### src/rtl/uart_pkg.sv
// Shared definitions for the memory-mapped UART: register offsets,
// CON bit positions and the TX/RX state encodings.
package uart_pkg;

    // Register offsets from BASE_ADDR (word aligned)
    localparam logic [31:0] OFF_TXD = 32'h0000_0000;
    localparam logic [31:0] OFF_RXD = 32'h0000_0004;
    localparam logic [31:0] OFF_CON = 32'h0000_0008;

    // CON register bit positions
    localparam int unsigned CON_TX_IRQ_EN = 0;
    localparam int unsigned CON_RX_IRQ_EN = 1;
    localparam int unsigned CON_TX_DONE   = 2;
    localparam int unsigned CON_RX_VALID  = 3;
    localparam int unsigned CON_TX_BUSY   = 4;
    localparam int unsigned CON_OVERRUN   = 5;
    localparam int unsigned CON_FRAME_ERR = 6;

    typedef enum logic [1:0] {
        TX_IDLE,
        TX_START,
        TX_DATA,
        TX_STOP
    } tx_state_t;

    typedef enum logic [1:0] {
        RX_IDLE,
        RX_START,
        RX_DATA,
        RX_STOP
    } rx_state_t;

endpackage

### src/rtl/uart_rx_core.sv
// Serial receiver: 2-flop synchroniser, start-edge detect, mid-bit sampling
// of an 8N1 LSB-first frame. Emits one-cycle pulses for a good byte or a
// framing error; the byte stays on data_o until the next frame shifts in.
module uart_rx_core
    import uart_pkg::*;
#(
    parameter int unsigned CLKS_PER_BIT = 5208
) (
    input  logic       clk_i,
    input  logic       rst_i,
    input  logic       rxd_i,
    output logic [7:0] data_o,
    output logic       valid_o,
    output logic       frame_err_o
);

    localparam int unsigned     CNT_W    = $clog2(CLKS_PER_BIT);
    localparam logic [CNT_W-1:0] CNT_FULL = CNT_W'(CLKS_PER_BIT - 1);
    localparam logic [CNT_W-1:0] CNT_HALF = CNT_W'(CLKS_PER_BIT / 2 - 1);

    logic             sync1_q, sync2_q, prev_q;
    rx_state_t        state_q, state_d;
    logic [CNT_W-1:0] cnt_q, cnt_d;
    logic [2:0]       bit_q, bit_d;
    logic [7:0]       shift_q, shift_d;
    logic             valid_q, valid_d;
    logic             ferr_q, ferr_d;

    // Synchronise the asynchronous line and keep one extra stage for edge detect
    always_ff @(posedge clk_i) begin
        if (rst_i) begin
            sync1_q <= 1'b1;
            sync2_q <= 1'b1;
            prev_q  <= 1'b1;
        end else begin
            sync1_q <= rxd_i;
            sync2_q <= sync1_q;
            prev_q  <= sync2_q;
        end
    end

    // State register, bit timer, bit counter, shift register and output pulses
    always_ff @(posedge clk_i) begin
        if (rst_i) begin
            state_q <= RX_IDLE;
            cnt_q   <= '0;
            bit_q   <= '0;
            shift_q <= '0;
            valid_q <= 1'b0;
            ferr_q  <= 1'b0;
        end else begin
            state_q <= state_d;
            cnt_q   <= cnt_d;
            bit_q   <= bit_d;
            shift_q <= shift_d;
            valid_q <= valid_d;
            ferr_q  <= ferr_d;
        end
    end

    // Next state: half-bit to the start sample, then full bits between samples
    always_comb begin
        state_d = state_q;
        cnt_d   = cnt_q + CNT_W'(1);
        bit_d   = bit_q;
        shift_d = shift_q;
        case (state_q)
            RX_IDLE: begin
                cnt_d = '0;
                bit_d = '0;
                if (prev_q && !sync2_q) state_d = RX_START;
            end
            RX_START: begin
                if (cnt_q == CNT_HALF) begin
                    cnt_d   = '0;
                    state_d = sync2_q ? RX_IDLE : RX_DATA;
                end
            end
            RX_DATA: begin
                if (cnt_q == CNT_FULL) begin
                    cnt_d   = '0;
                    shift_d = {sync2_q, shift_q[7:1]};
                    bit_d   = bit_q + 3'd1;
                    if (bit_q == 3'd7) state_d = RX_STOP;
                end
            end
            RX_STOP: begin
                if (cnt_q == CNT_FULL) begin
                    cnt_d   = '0;
                    state_d = RX_IDLE;
                end
            end
            default: state_d = RX_IDLE;
        endcase
    end

    // Stop-bit sample decides between a good byte and a framing error
    always_comb begin
        valid_d = 1'b0;
        ferr_d  = 1'b0;
        if (state_q == RX_STOP && cnt_q == CNT_FULL) begin
            valid_d = sync2_q;
            ferr_d  = !sync2_q;
        end
    end

    assign data_o      = shift_q;
    assign valid_o     = valid_q;
    assign frame_err_o = ferr_q;

endmodule

### src/rtl/uart_peripheral.sv
// Memory-mapped 8N1 UART on the MEM-stage peripheral bus: TXD/RXD/CON
// registers, transmit FSM and a registered level interrupt.
module uart_peripheral
    import uart_pkg::*;
#(
    parameter int unsigned CLKS_PER_BIT = 5208,
    parameter logic [31:0] BASE_ADDR    = 32'h4000_0018
) (
    input  logic        clk,
    input  logic        reset_b,
    input  logic [31:0] addr,
    input  logic [31:0] wdata,
    input  logic        mem_read,
    input  logic        mem_write,
    output logic [31:0] rdata,
    input  logic        uart_rxd,
    output logic        uart_txd,
    output logic        irq
);

    localparam int unsigned      CNT_W    = $clog2(CLKS_PER_BIT);
    localparam logic [CNT_W-1:0] CNT_FULL = CNT_W'(CLKS_PER_BIT - 1);
    localparam logic [31:0]      TXD_ADDR = BASE_ADDR + OFF_TXD;
    localparam logic [31:0]      RXD_ADDR = BASE_ADDR + OFF_RXD;
    localparam logic [31:0]      CON_ADDR = BASE_ADDR + OFF_CON;

    logic sel_txd, sel_rxd, sel_con;
    logic wr_txd, wr_con, rd_rxd;

    tx_state_t        tx_state_q, tx_state_d;
    logic [CNT_W-1:0] tx_cnt_q, tx_cnt_d;
    logic [2:0]       tx_bit_q, tx_bit_d;
    logic [7:0]       tx_shift_q, tx_shift_d;
    logic             tx_busy, tx_frame_end;

    logic tx_irq_en_q, tx_irq_en_d;
    logic rx_irq_en_q, rx_irq_en_d;
    logic tx_done_q, tx_done_d;
    logic rx_valid_q, rx_valid_d;
    logic overrun_q, overrun_d;
    logic frame_err_q, frame_err_d;
    logic [7:0] rx_data_q, rx_data_d;
    logic irq_q, irq_d;

    logic [7:0] rx_byte;
    logic       rx_byte_valid, rx_frame_err;

    logic unused_bits;
    assign unused_bits = ^{wdata[31:8], addr[1:0]};

    // Word-address decode; byte offset within the word is ignored
    always_comb begin
        sel_txd = (addr[31:2] == TXD_ADDR[31:2]);
        sel_rxd = (addr[31:2] == RXD_ADDR[31:2]);
        sel_con = (addr[31:2] == CON_ADDR[31:2]);
        wr_txd  = mem_write && sel_txd;
        wr_con  = mem_write && sel_con;
        rd_rxd  = mem_read && sel_rxd;
    end

    uart_rx_core #(
        .CLKS_PER_BIT(CLKS_PER_BIT)
    ) u_rx (
        .clk_i      (clk),
        .rst_i      (reset_b),
        .rxd_i      (uart_rxd),
        .data_o     (rx_byte),
        .valid_o    (rx_byte_valid),
        .frame_err_o(rx_frame_err)
    );

    // TX state register with its bit timer, bit counter and shift register
    always_ff @(posedge clk) begin
        if (reset_b) begin
            tx_state_q <= TX_IDLE;
            tx_cnt_q   <= '0;
            tx_bit_q   <= '0;
            tx_shift_q <= '0;
        end else begin
            tx_state_q <= tx_state_d;
            tx_cnt_q   <= tx_cnt_d;
            tx_bit_q   <= tx_bit_d;
            tx_shift_q <= tx_shift_d;
        end
    end

    // TX next state: accept a byte only when idle, each state holds one bit time
    always_comb begin
        tx_state_d = tx_state_q;
        tx_cnt_d   = tx_cnt_q + CNT_W'(1);
        tx_bit_d   = tx_bit_q;
        tx_shift_d = tx_shift_q;
        case (tx_state_q)
            TX_IDLE: begin
                tx_cnt_d = '0;
                tx_bit_d = '0;
                if (wr_txd) begin
                    tx_shift_d = wdata[7:0];
                    tx_state_d = TX_START;
                end
            end
            TX_START: begin
                if (tx_cnt_q == CNT_FULL) begin
                    tx_cnt_d   = '0;
                    tx_state_d = TX_DATA;
                end
            end
            TX_DATA: begin
                if (tx_cnt_q == CNT_FULL) begin
                    tx_cnt_d   = '0;
                    tx_shift_d = {1'b0, tx_shift_q[7:1]};
                    tx_bit_d   = tx_bit_q + 3'd1;
                    if (tx_bit_q == 3'd7) tx_state_d = TX_STOP;
                end
            end
            TX_STOP: begin
                if (tx_cnt_q == CNT_FULL) begin
                    tx_cnt_d   = '0;
                    tx_state_d = TX_IDLE;
                end
            end
            default: tx_state_d = TX_IDLE;
        endcase
    end

    // TX outputs: line level, busy flag and end-of-frame strobe
    always_comb begin
        uart_txd     = 1'b1;
        tx_busy      = 1'b1;
        tx_frame_end = 1'b0;
        case (tx_state_q)
            TX_IDLE:  tx_busy = 1'b0;
            TX_START: uart_txd = 1'b0;
            TX_DATA:  uart_txd = tx_shift_q[0];
            TX_STOP:  tx_frame_end = (tx_cnt_q == CNT_FULL);
            default:  tx_busy = 1'b0;
        endcase
    end

    // Status/control next values: clears applied first so a same-cycle set wins
    always_comb begin
        tx_irq_en_d = wr_con ? wdata[CON_TX_IRQ_EN] : tx_irq_en_q;
        rx_irq_en_d = wr_con ? wdata[CON_RX_IRQ_EN] : rx_irq_en_q;

        tx_done_d = tx_done_q;
        if (wr_con && wdata[CON_TX_DONE]) tx_done_d = 1'b0;
        if (tx_frame_end) tx_done_d = 1'b1;

        rx_valid_d = rx_valid_q;
        if (rd_rxd) rx_valid_d = 1'b0;
        if (rx_byte_valid) rx_valid_d = 1'b1;

        overrun_d = overrun_q;
        if (wr_con && wdata[CON_OVERRUN]) overrun_d = 1'b0;
        if (rx_byte_valid && rx_valid_q && !rd_rxd) overrun_d = 1'b1;

        frame_err_d = frame_err_q;
        if (wr_con && wdata[CON_FRAME_ERR]) frame_err_d = 1'b0;
        if (rx_frame_err) frame_err_d = 1'b1;

        rx_data_d = rx_byte_valid ? rx_byte : rx_data_q;

        irq_d = (tx_done_q && tx_irq_en_q) || (rx_valid_q && rx_irq_en_q);
    end

    // Register file and interrupt flop
    always_ff @(posedge clk) begin
        if (reset_b) begin
            tx_irq_en_q <= 1'b0;
            rx_irq_en_q <= 1'b0;
            tx_done_q   <= 1'b0;
            rx_valid_q  <= 1'b0;
            overrun_q   <= 1'b0;
            frame_err_q <= 1'b0;
            rx_data_q   <= '0;
            irq_q       <= 1'b0;
        end else begin
            tx_irq_en_q <= tx_irq_en_d;
            rx_irq_en_q <= rx_irq_en_d;
            tx_done_q   <= tx_done_d;
            rx_valid_q  <= rx_valid_d;
            overrun_q   <= overrun_d;
            frame_err_q <= frame_err_d;
            rx_data_q   <= rx_data_d;
            irq_q       <= irq_d;
        end
    end

    // Combinational read mux; TXD and unmapped addresses read as zero
    always_comb begin
        rdata = '0;
        if (sel_rxd) begin
            rdata[7:0] = rx_data_q;
        end else if (sel_con) begin
            rdata[CON_TX_IRQ_EN] = tx_irq_en_q;
            rdata[CON_RX_IRQ_EN] = rx_irq_en_q;
            rdata[CON_TX_DONE]   = tx_done_q;
            rdata[CON_RX_VALID]  = rx_valid_q;
            rdata[CON_TX_BUSY]   = tx_busy;
            rdata[CON_OVERRUN]   = overrun_q;
            rdata[CON_FRAME_ERR] = frame_err_q;
        end
    end

    assign irq = irq_q;

endmodule

### config.mk
export PLATFORM = sky130hd
export DESIGN_NAME = uart_peripheral
export DESIGN_NICKNAME = d
export VERILOG_FILES = /design/src/rtl/uart_pkg.sv /design/src/rtl/uart_rx_core.sv /design/src/rtl/uart_peripheral.sv
export SDC_FILE = /design/constraint.sdc
export NUM_CORES = 1
export LEC_CHECK = 0
export ABC_CLOCK_PERIOD_IN_PS = 2300
export BUFFER_PORTS_ARGS = -buffer_cell sky130_fd_sc_hd__buf_4
export CORE_ASPECT_RATIO = 0.8
export CORE_UTILIZATION = 52
export CTS_CLUSTER_DIAMETER = 40
export DETAILED_ROUTE_END_ITERATION = 10
export PLACE_DENSITY = 0.8
export SYNTH_ARGS = -nofsm -noshare
export SYNTH_HDL_FRONTEND = slang
export SYNTH_SLANG_ARGS = --single-unit
### constraint.sdc
create_clock -name clk -period 2.3 [get_ports clk]
set_input_delay 0.46 -clock clk [delete_from_list [all_inputs] [get_ports clk]]
set_output_delay 0.46 -clock clk [all_outputs]
set_load 0.005 [all_outputs]
After elaboration in Yosys (flattened, before gate mapping):

Index checks and enable logic that the tools add are counted.

* add/subtract/negate cells: 4
* equal/unequal tests: 24
* multiplexer cells: 39
* bitwise operators: 1
* reductions and logical operators: 32

Operators by type and width (count)
* 30-bit by 29-bit equality test with 1-bit output (second input constant): 3
* 13-bit 2-to-1 mux: 3
* 13-bit one-hot mux with 3 select lines: 1
* 13-bit by 1-bit adder with 13-bit output (second input constant): 2
* 13-bit equality test (second input constant): 2
* 13-bit one-hot mux with 2 select lines: 1
* 2-bit 2-to-1 mux: 11
* 8-bit 2-to-1 mux: 2
* 2-bit one-hot mux with 4 select lines: 2
* 8-bit one-hot mux with 2 select lines: 1
* 7-bit 2-to-1 mux: 2
* 13-bit by 12-bit equality test with 1-bit output (second input constant): 1
* 1-bit logical AND: 12
* 3-bit one-hot mux with 2 select lines: 2
* 2-bit nonzero test: 6
* 1-bit 2-to-1 mux: 11
* 2-bit by 1-bit != test with 1-bit output (second input constant): 5
* 2-bit != test (second input constant): 5
* 5-bit AND reduction: 2
* 2-bit equality test (second input constant): 4
* 3-bit by 1-bit adder with 3-bit output (second input constant): 2
* 3-bit equality test (second input constant): 2
* 3-bit 2-to-1 mux: 2
* 2-bit AND reduction: 3
* 9 further kinds: 13

* register bits: 72
* input bits: 69
* output and inout port bits: 34
* logic and storage cells: 121

Logic depth before layout (Yosys ltp):

Gate-level depths: netlist (run 1).

* depth after elaboration: 5
* depth in mapped cells: 7
* depth with buffers taken out: 6

By module:

Synthesis (run 1) repeated with hierarchy kept, for this count alone.

* cell total of the unflattened synthesis: 400
* area total of the unflattened synthesis: 3702.3 um^2

By module, submodules not included
* uart_peripheral: instances 1, cells each 243, area each 2273.4 um^2, sequential area each 820.8 um^2
* uart_rx_core: instances 1, cells each 157, area each 1428.9 um^2, sequential area each 620.6 um^2

Least setup slack after synthesis (run 1):

Ideal clock, no wire load.

* path type: in2out
* from: input port addr[15]
* to: output port rdata[0]
* arrival time: 1629 ps
* required time: 1840 ps
* setup slack: 211 ps
* stages: 4
* buffers on the path: 0
* cells stage by stage: nor4b_1 > nand4_1 > nor3_2 > a22o_1

* cells in the longest elaborated chain, start to end: 3
* elaborated cells on any way between the ends: 4
* those cells by class: eq/ne (2); mux (2)

RTL lines
* from (decl): line uart_peripheral.sv:11 `input logic [31:0] addr,`
* 30-bit by 29-bit equality test with 1-bit output: line uart_peripheral.sv:55 `sel_con = (addr[31:2] == CON_ADDR[31:2]);`
* 7-bit 2-to-1 mux: line uart_peripheral.sv:194 `end else if (sel_con) begin`
* 7-bit 2-to-1 mux (*): line uart_peripheral.sv:192 `if (sel_rxd) begin`
* to (decl): line uart_peripheral.sv:15 `output logic [31:0] rdata,`

Mark *: on every way between the ends. The rest lies on a longest branch, timed or not.

Worst setup path in the final report (run 1):

* from: input port addr[11]
* to: output port rdata[6]

The elaborated chain is that of the path after synthesis.

==> reports/metrics.yaml, run 1 <==
cts-root-buf: "clkbuf_8"
outcome: "completed"
skew_ns: 0.009961
wl_per_cell_um: 13.60
design_area_sq_um: 4332
grt_start_max_net_pins: 51
num_antenna_cells: 0
gp_congestion: 0.7915
finalSetupTns_ns: 0
postCtsHoldBufs: 0
drc: 0
period_needed_ns: 2.190
syn_avg_cell_area_sq_um: 9.528
grt_pass1_wl_um: 11560
nFillCells: 512
worstPathArrival_ns: 1.73
cp-end-kind: "output port"
grt_pass1_vias: 2710
num_io_pins: 103
nets: 517
core_area_sq_um: 6506
seq_area_frac_synth: 0.4045
clock_sinks: 72
synth_cell_types: 54
rows: 26
worstHoldPathCells: 2
overflow: 0
synth-seq-cells: 72
cts_max_path_buffers: 2
hp-class: "in2reg"
path_class: "in2out"
ys_warn_count: 0
placedInstanceArea_sq_um: 3985
fin_ws_ns: 0.1099
powerDensity_nw_per_um2: 653.7
ys.flop_type: "dfxtp_1"
pre_cts_ws_ns: -0.05897
startpoint_type: "primary input"
synthTopCellsByArea: "dfxtp_1 (40%), mux2i_1 (7.6%), nor2_1 (6.6%)"
cp_slowest_cell: "nor4_4"
syn-cell-area_sq_um: 3563
routed_wl_um: 7155
cts_max_level: 3
yosysTopAreaCell: "dfxtp_1"
synth_top_area_share: 0.4045
leakage_uw: 0.001664
cts_tree: "yes"
track_usage: 0.2016
max-cap-violations: 0
fin_crit_sh: 0.9522
whs_ns: 0.3006
slowest_delay_ns: 0.26
clock_latency_ns: 0.34
critPathMaxFanout: 3
syn_inst: 374
drv_slew: 0
die_area_sq_um: 7190
antenna_left: 0
reg2reg_depth: 7
vias_per_cell: 5.399
rsz0062_at_grt: "true"
crit_path_cell_trace: "buf_6 > nor4_4 > buf_4 > nand4_1 > nor3_4 > buf_4 > a22o_1 > buf_4"
drive_gt1_frac: 0.2421
cts_made_buffers: 9
setup_viol: 0
grt_antenna_before_repair: 0
cp.required_ns: 1.84
die_h_um: 76.04
dr.pass1.iters: 5
dr.first_iter.drc_count: 107
dp_hpwl_um: 5156
async_flop_share: 0
hold_viol: 0
portBuffers: 52
syn_to_final_growth_pct: 21.56
die_w_um: 94.55
initial_core_util: 0.5477
vdd_ir_drop_max_mv: 0.6414
synth_edf_count: 0
num_vias: 2840
clk_pin_slew_ns: 0.07
max_freq_mhz: 456.6
worst_path_most_repeated_cell: "buf_4"
-- state kept, by name, indices dropped and copies added (netlist names), 2 cells and up, named ones only --
signal,flops
tx_cnt_q,13
u_rx.data_o,8
u_rx.cnt_q,13
tx_bit_q,3
tx_state_q,2
rx_data_q,8
u_rx.bit_q,3
tx_shift_q,8
-- worst max-delay path, delay by kind of cell --
kind / cells / cell delay (ns)
AO/OA/AOI/OAI: 1 / 0.15
AND/OR/NAND/NOR: 3 / 0.63
buffers and inverters: 4 / 0.50
-- logic make-up after synthesis --
kind of cell / share of synthesized area
DFF: 0.4045
muxes: 0.07900
xor gates and xnor gates: 0.05407
and+or+nand+nor: 0.2233
adders and majority gates: 0.03862
AOI/OAI and AO/OA: 0.1110
buffers and inverters: 0.08848
other: 0.001052
-- metrics by stage --
stage,util,power (uW),std cells
floorplan,-,1619,397
global placement,0.6125,1687,506
finish,0.6658,2831,526
CTS,0.6565,2838,526
detailed placement,0.6125,1706,506
global route,0.6658,2960,526
-- cell usage after synthesis (3+ instances only) --
| library cell | number |
|---|---|
| xnor2_1 | 10 |
| mux2i_1 | 27 |
| buf_4 | 25 |
| ha_1 | 11 |
| inv_1 | 12 |
| and3_1 | 3 |
| nor2_1 | 63 |
| o31ai_1 | 3 |
| or2_2 | 3 |
| dfxtp_1 | 72 |
| nor4_2 | 3 |
| a311oi_1 | 6 |
| nand2_1 | 10 |
| nand4_1 | 10 |
| and2_1 | 4 |
| a22oi_1 | 6 |
| a21oi_1 | 13 |
| nor3_1 | 4 |
| nand2b_1 | 4 |
| xor2_1 | 12 |
| a22o_1 | 6 |
| nor4b_1 | 4 |
| clkbuf_1 | 12 |
| nand3_1 | 11 |
-- final cells by class --
class | count | area [sq um] | area share
timing repair buffer | 69 | 549.3 | 0.1268
multi-input combinational | 273 | 1962 | 0.4529
clock buffer | 10 | 137.6 | 0.03177
clock inverter | 6 | 91.34 | 0.02109
tap | 84 | 105.1 | 0.02426
sequential | 72 | 1441 | 0.3328
inverter | 12 | 45.04 | 0.01040
-- cell usage in the layout, fill, tap and decap left out, types with 3 or more instances in the layout --
cell type,n
and3_1,3
nand2b_1,4
buf_6,5
a311oi_1,6
nor3_1,4
xor2_1,12
nor2_1,63
nand2_1,10
or2_2,3
a22o_1,6
buf_4,63
conb_1,24
nand3_1,11
dfxtp_1,72
a21oi_1,13
o31ai_1,3
and2_1,4
a22oi_1,6
xnor2_1,10
nand4_1,10
clkbuf_8,10
inv_1,12
nor4b_1,3
nor4_4,5
mux2i_1,27
ha_1,11
-- worst paths after layout --
check | from | slack [ns] | end
min | uart_rxd | 0.30 | u_rx.sync1_q$_SDFF_PP1_
max reg2reg | tx_cnt_q[0]$_SDFF_PP0_ | 0.17 | tx_state_q[0]$_SDFFE_PP0P_
max | addr[11] | 0.11 | rdata[6]
min reg2reg | u_rx.sync1_q$_SDFF_PP1_ | 0.42 | u_rx.sync2_q$_SDFF_PP1_
-- where the power goes --
part	internal, uW	total (uW)	switching [uW]
registers	1290	1330	32.1
clock network	646	1120	474
logic	180	385	205
-- metal layers --
metal	global-route usage	up-vias	wire length, um
li1	-	1401	-
met1	0.2354	1335	3068
met2	0.3507	88	3452
met3	0.05289	16	509
met4	0.07424	0	124
met5	0	-	0
-- repair_timing --
action / 4_1_cts / 5_1_grt
endpoints found under the setup margin: 5 / 12
pin swaps: 2 / 6
endpoints found under the hold margin: 0 / 0
gates resized for setup: 4 / 11
setup buffers: 4 / 1
Power figures use the tool's default switching activity.
==> run 2, diff against run 1 <==
--- a/config.mk
+++ b/config.mk
@@ -5,13 +5,12 @@
 export SDC_FILE = /design/constraint.sdc
 export NUM_CORES = 1
 export LEC_CHECK = 0
-export ABC_CLOCK_PERIOD_IN_PS = 2300
 export BUFFER_PORTS_ARGS = -buffer_cell sky130_fd_sc_hd__buf_4
 export CORE_ASPECT_RATIO = 0.8
 export CORE_UTILIZATION = 52
 export CTS_CLUSTER_DIAMETER = 40
 export DETAILED_ROUTE_END_ITERATION = 10
-export PLACE_DENSITY = 0.8
+export PLACE_DENSITY = 0.78
 export SYNTH_ARGS = -nofsm -noshare
 export SYNTH_HDL_FRONTEND = slang
 export SYNTH_SLANG_ARGS = --single-unit
==> run 2 against run 1 <==
Net effect: highest routed layer unchanged; setup slack got worse by 0.017 ns; largest power group unchanged; wire length fell by 3.9%; final cell count fell by 0.95%; total power fell by 7.7%; count of clock-buffer cells in the layout fell by 1; design area fell by 2.4%; sequential power barely moved; maximum frequency fell by 0.79%; core utilization fell by 1.6 points.
==> reports/metrics.yaml, run 2 (synthesized netlist as in run 1, its figures left out) <==
cts_max_level: 3
grt_pass1_wl_um: 11000
track_usage: 0.1913
fin_cells: 521
leakage_uw: 0.001596
min_to: "u_rx.sync1_q$_SDFF_PP1_"
vias_per_cell: 5.259
grt_start_max_net_pins: 51
multi_input_area_sq_um: 1958
slowest_delay_ns: 0.28
switching_share: 0.2851
fin_crit_sh: 0.9598
clock_latency_ns: 0.34
r2r_start: "tx_cnt_q[0]$_SDFF_PP0_"
grt_pass1_vias: 2478
die_w_um: 94.55
pre_cts_ws_ns: -0.1099
worstPathArrival_ns: 1.75
worstHoldPathCells: 2
powerDensity_nw_per_um2: 617.7
final_common_cell: "dfxtp_1"
hold_viol: 0
num_vias: 2740
p_comb_frac: 0.132
critPathMaxFanout: 9
final_cell_mix: "dfxtp_1 (72), nor2_1 (63), buf_4 (63)"
num_io_pins: 103
cp_slowest_cell: "nor4_2"
skew_ns: 0.009467
routed_wl_um: 6878
crit_family: "buffers and inverters"
crit_path_cell_trace: "buf_4 > nor4_2 > nand4_2 > buf_4 > nor2_1 > buf_4 > a22o_1 > buf_4"
dp_hpwl_um: 4771
cp_num_buf_inv: 4
clock_sinks: 72
switching_power_uw: 744.7
hp-class: "in2reg"
max_freq_mhz: 453.0
dr.first_iter.drc_count: 89
design_area_sq_um: 4229
antenna_left: 0
path_class: "in2out"
fin_util: 0.6500
dr.pass1.iters: 4
internal-power_uw: 1867
cts-root-buf: "clkbuf_8"
setup_viol: 0
die_h_um: 76.04
cp.required_ns: 1.84
nFillCells: 530
max-cap-violations: 0
die_area_sq_um: 7190
drc: 0
core_area_sq_um: 6506
initial_core_util: 0.5477
startpoint_type: "primary input"
ff_latch_area_sq_um: 1441
timing.rr.end: "tx_shift_q[3]$_SDFFE_PP0P_"
placedInstanceArea_sq_um: 3970
worst_path_most_repeated_cell: "buf_4"
cts_max_path_buffers: 2
period_needed_ns: 2.208
rsz0062_at_grt: "false"
reg2reg_depth: 6
cts_made_buffers: 9
clk_pin_slew_ns: 0.08
nets: 512
drive_gt1_frac: 0.2334
drv_slew: 0
pwr-share-seq: 0.508
cts_tree: "yes"
num_antenna_cells: 0
hp-start: "uart_rxd"
cp-end-kind: "output port"
grt_antenna_before_repair: 0
largest_registers: "tx_cnt_q x13, u_rx.cnt_q x13"
rows: 26
postCtsHoldBufs: 0
vdd_ir_drop_max_mv: 0.3833
fin_ws_ns: 0.09241
overflow: 0
dpl.cell_count: 504
power_uw: 2612
regToRegSetupSlack_ns: 0.15
wl_per_cell_um: 13.20
gp_congestion: 0.7986
portBuffers: 52
syn_to_final_growth_pct: 18.68
clkPwrFrac: 0.361
outcome: "completed"
## run 2: area by class of cell
cell class                 instances  area share
clock buffer                       9     0.02929
clock inverter                     7     0.01479
inverter                          12     0.01065
multi-input combinational        273      0.4630
sequential                        72      0.3408
tap                               84     0.02485
timing repair buffer              64      0.1166
## run 2: power by group through the flow
stage	clock network [uW]	logic [uW]	registers (uW)
6_report	942	344	1330
5_1_grt	1020	382	1330
4_1_cts	966	334	1330
3_5_place_dp	0	331	1350
3_3_place_gp	0	324	1350
2_1_floorplan	0	275	1340
## run 2: metal layers
metal,global-route usage,up-vias,wire length [um]
met1,0.2558,1275,3221
met5,0,-,0
li1,-,1390,-
met2,0.3094,71,3214
met4,0.04091,0,38
met3,0.05090,4,403
## run 2: worst max path at each step
stage             start                    endpoint  cells past startpoint
2_1_floorplan  addr[15]                    rdata[0]                      4
3_3_place_gp   addr[14]  tx_state_q[0]$_SDFFE_PP0P_                      7
3_5_place_dp   addr[14]  tx_state_q[0]$_SDFFE_PP0P_                      7
4_1_cts        addr[15]                    rdata[4]                      8
5_1_grt        addr[19]                    rdata[6]                      8
6_report       addr[20]                    rdata[1]                      8
## run 2: what timing repair did
| item | 4_1_cts | 5_1_grt |
|---|---|---|
| cloned | 0 | 0 |
| buffers inserted | 0 | 1 |
| setup endpoints to repair | 1 | 8 |
| pin swaps | 0 | 2 |
| endpoints found under the hold margin | 0 | 0 |
| resized for setup | 1 | 8 |
## run 2: stage by stage
stage / setup TNS (ns) / hold slack [ns]
after floorplan: 0 / 0.3895
after global placement: -0.008637 / 0.3937
after detailed placement: -0.1301 / 0.3929
after CTS: 0 / 0.2876
after global routing: 0 / 0.2918
final: 0 / 0.3031
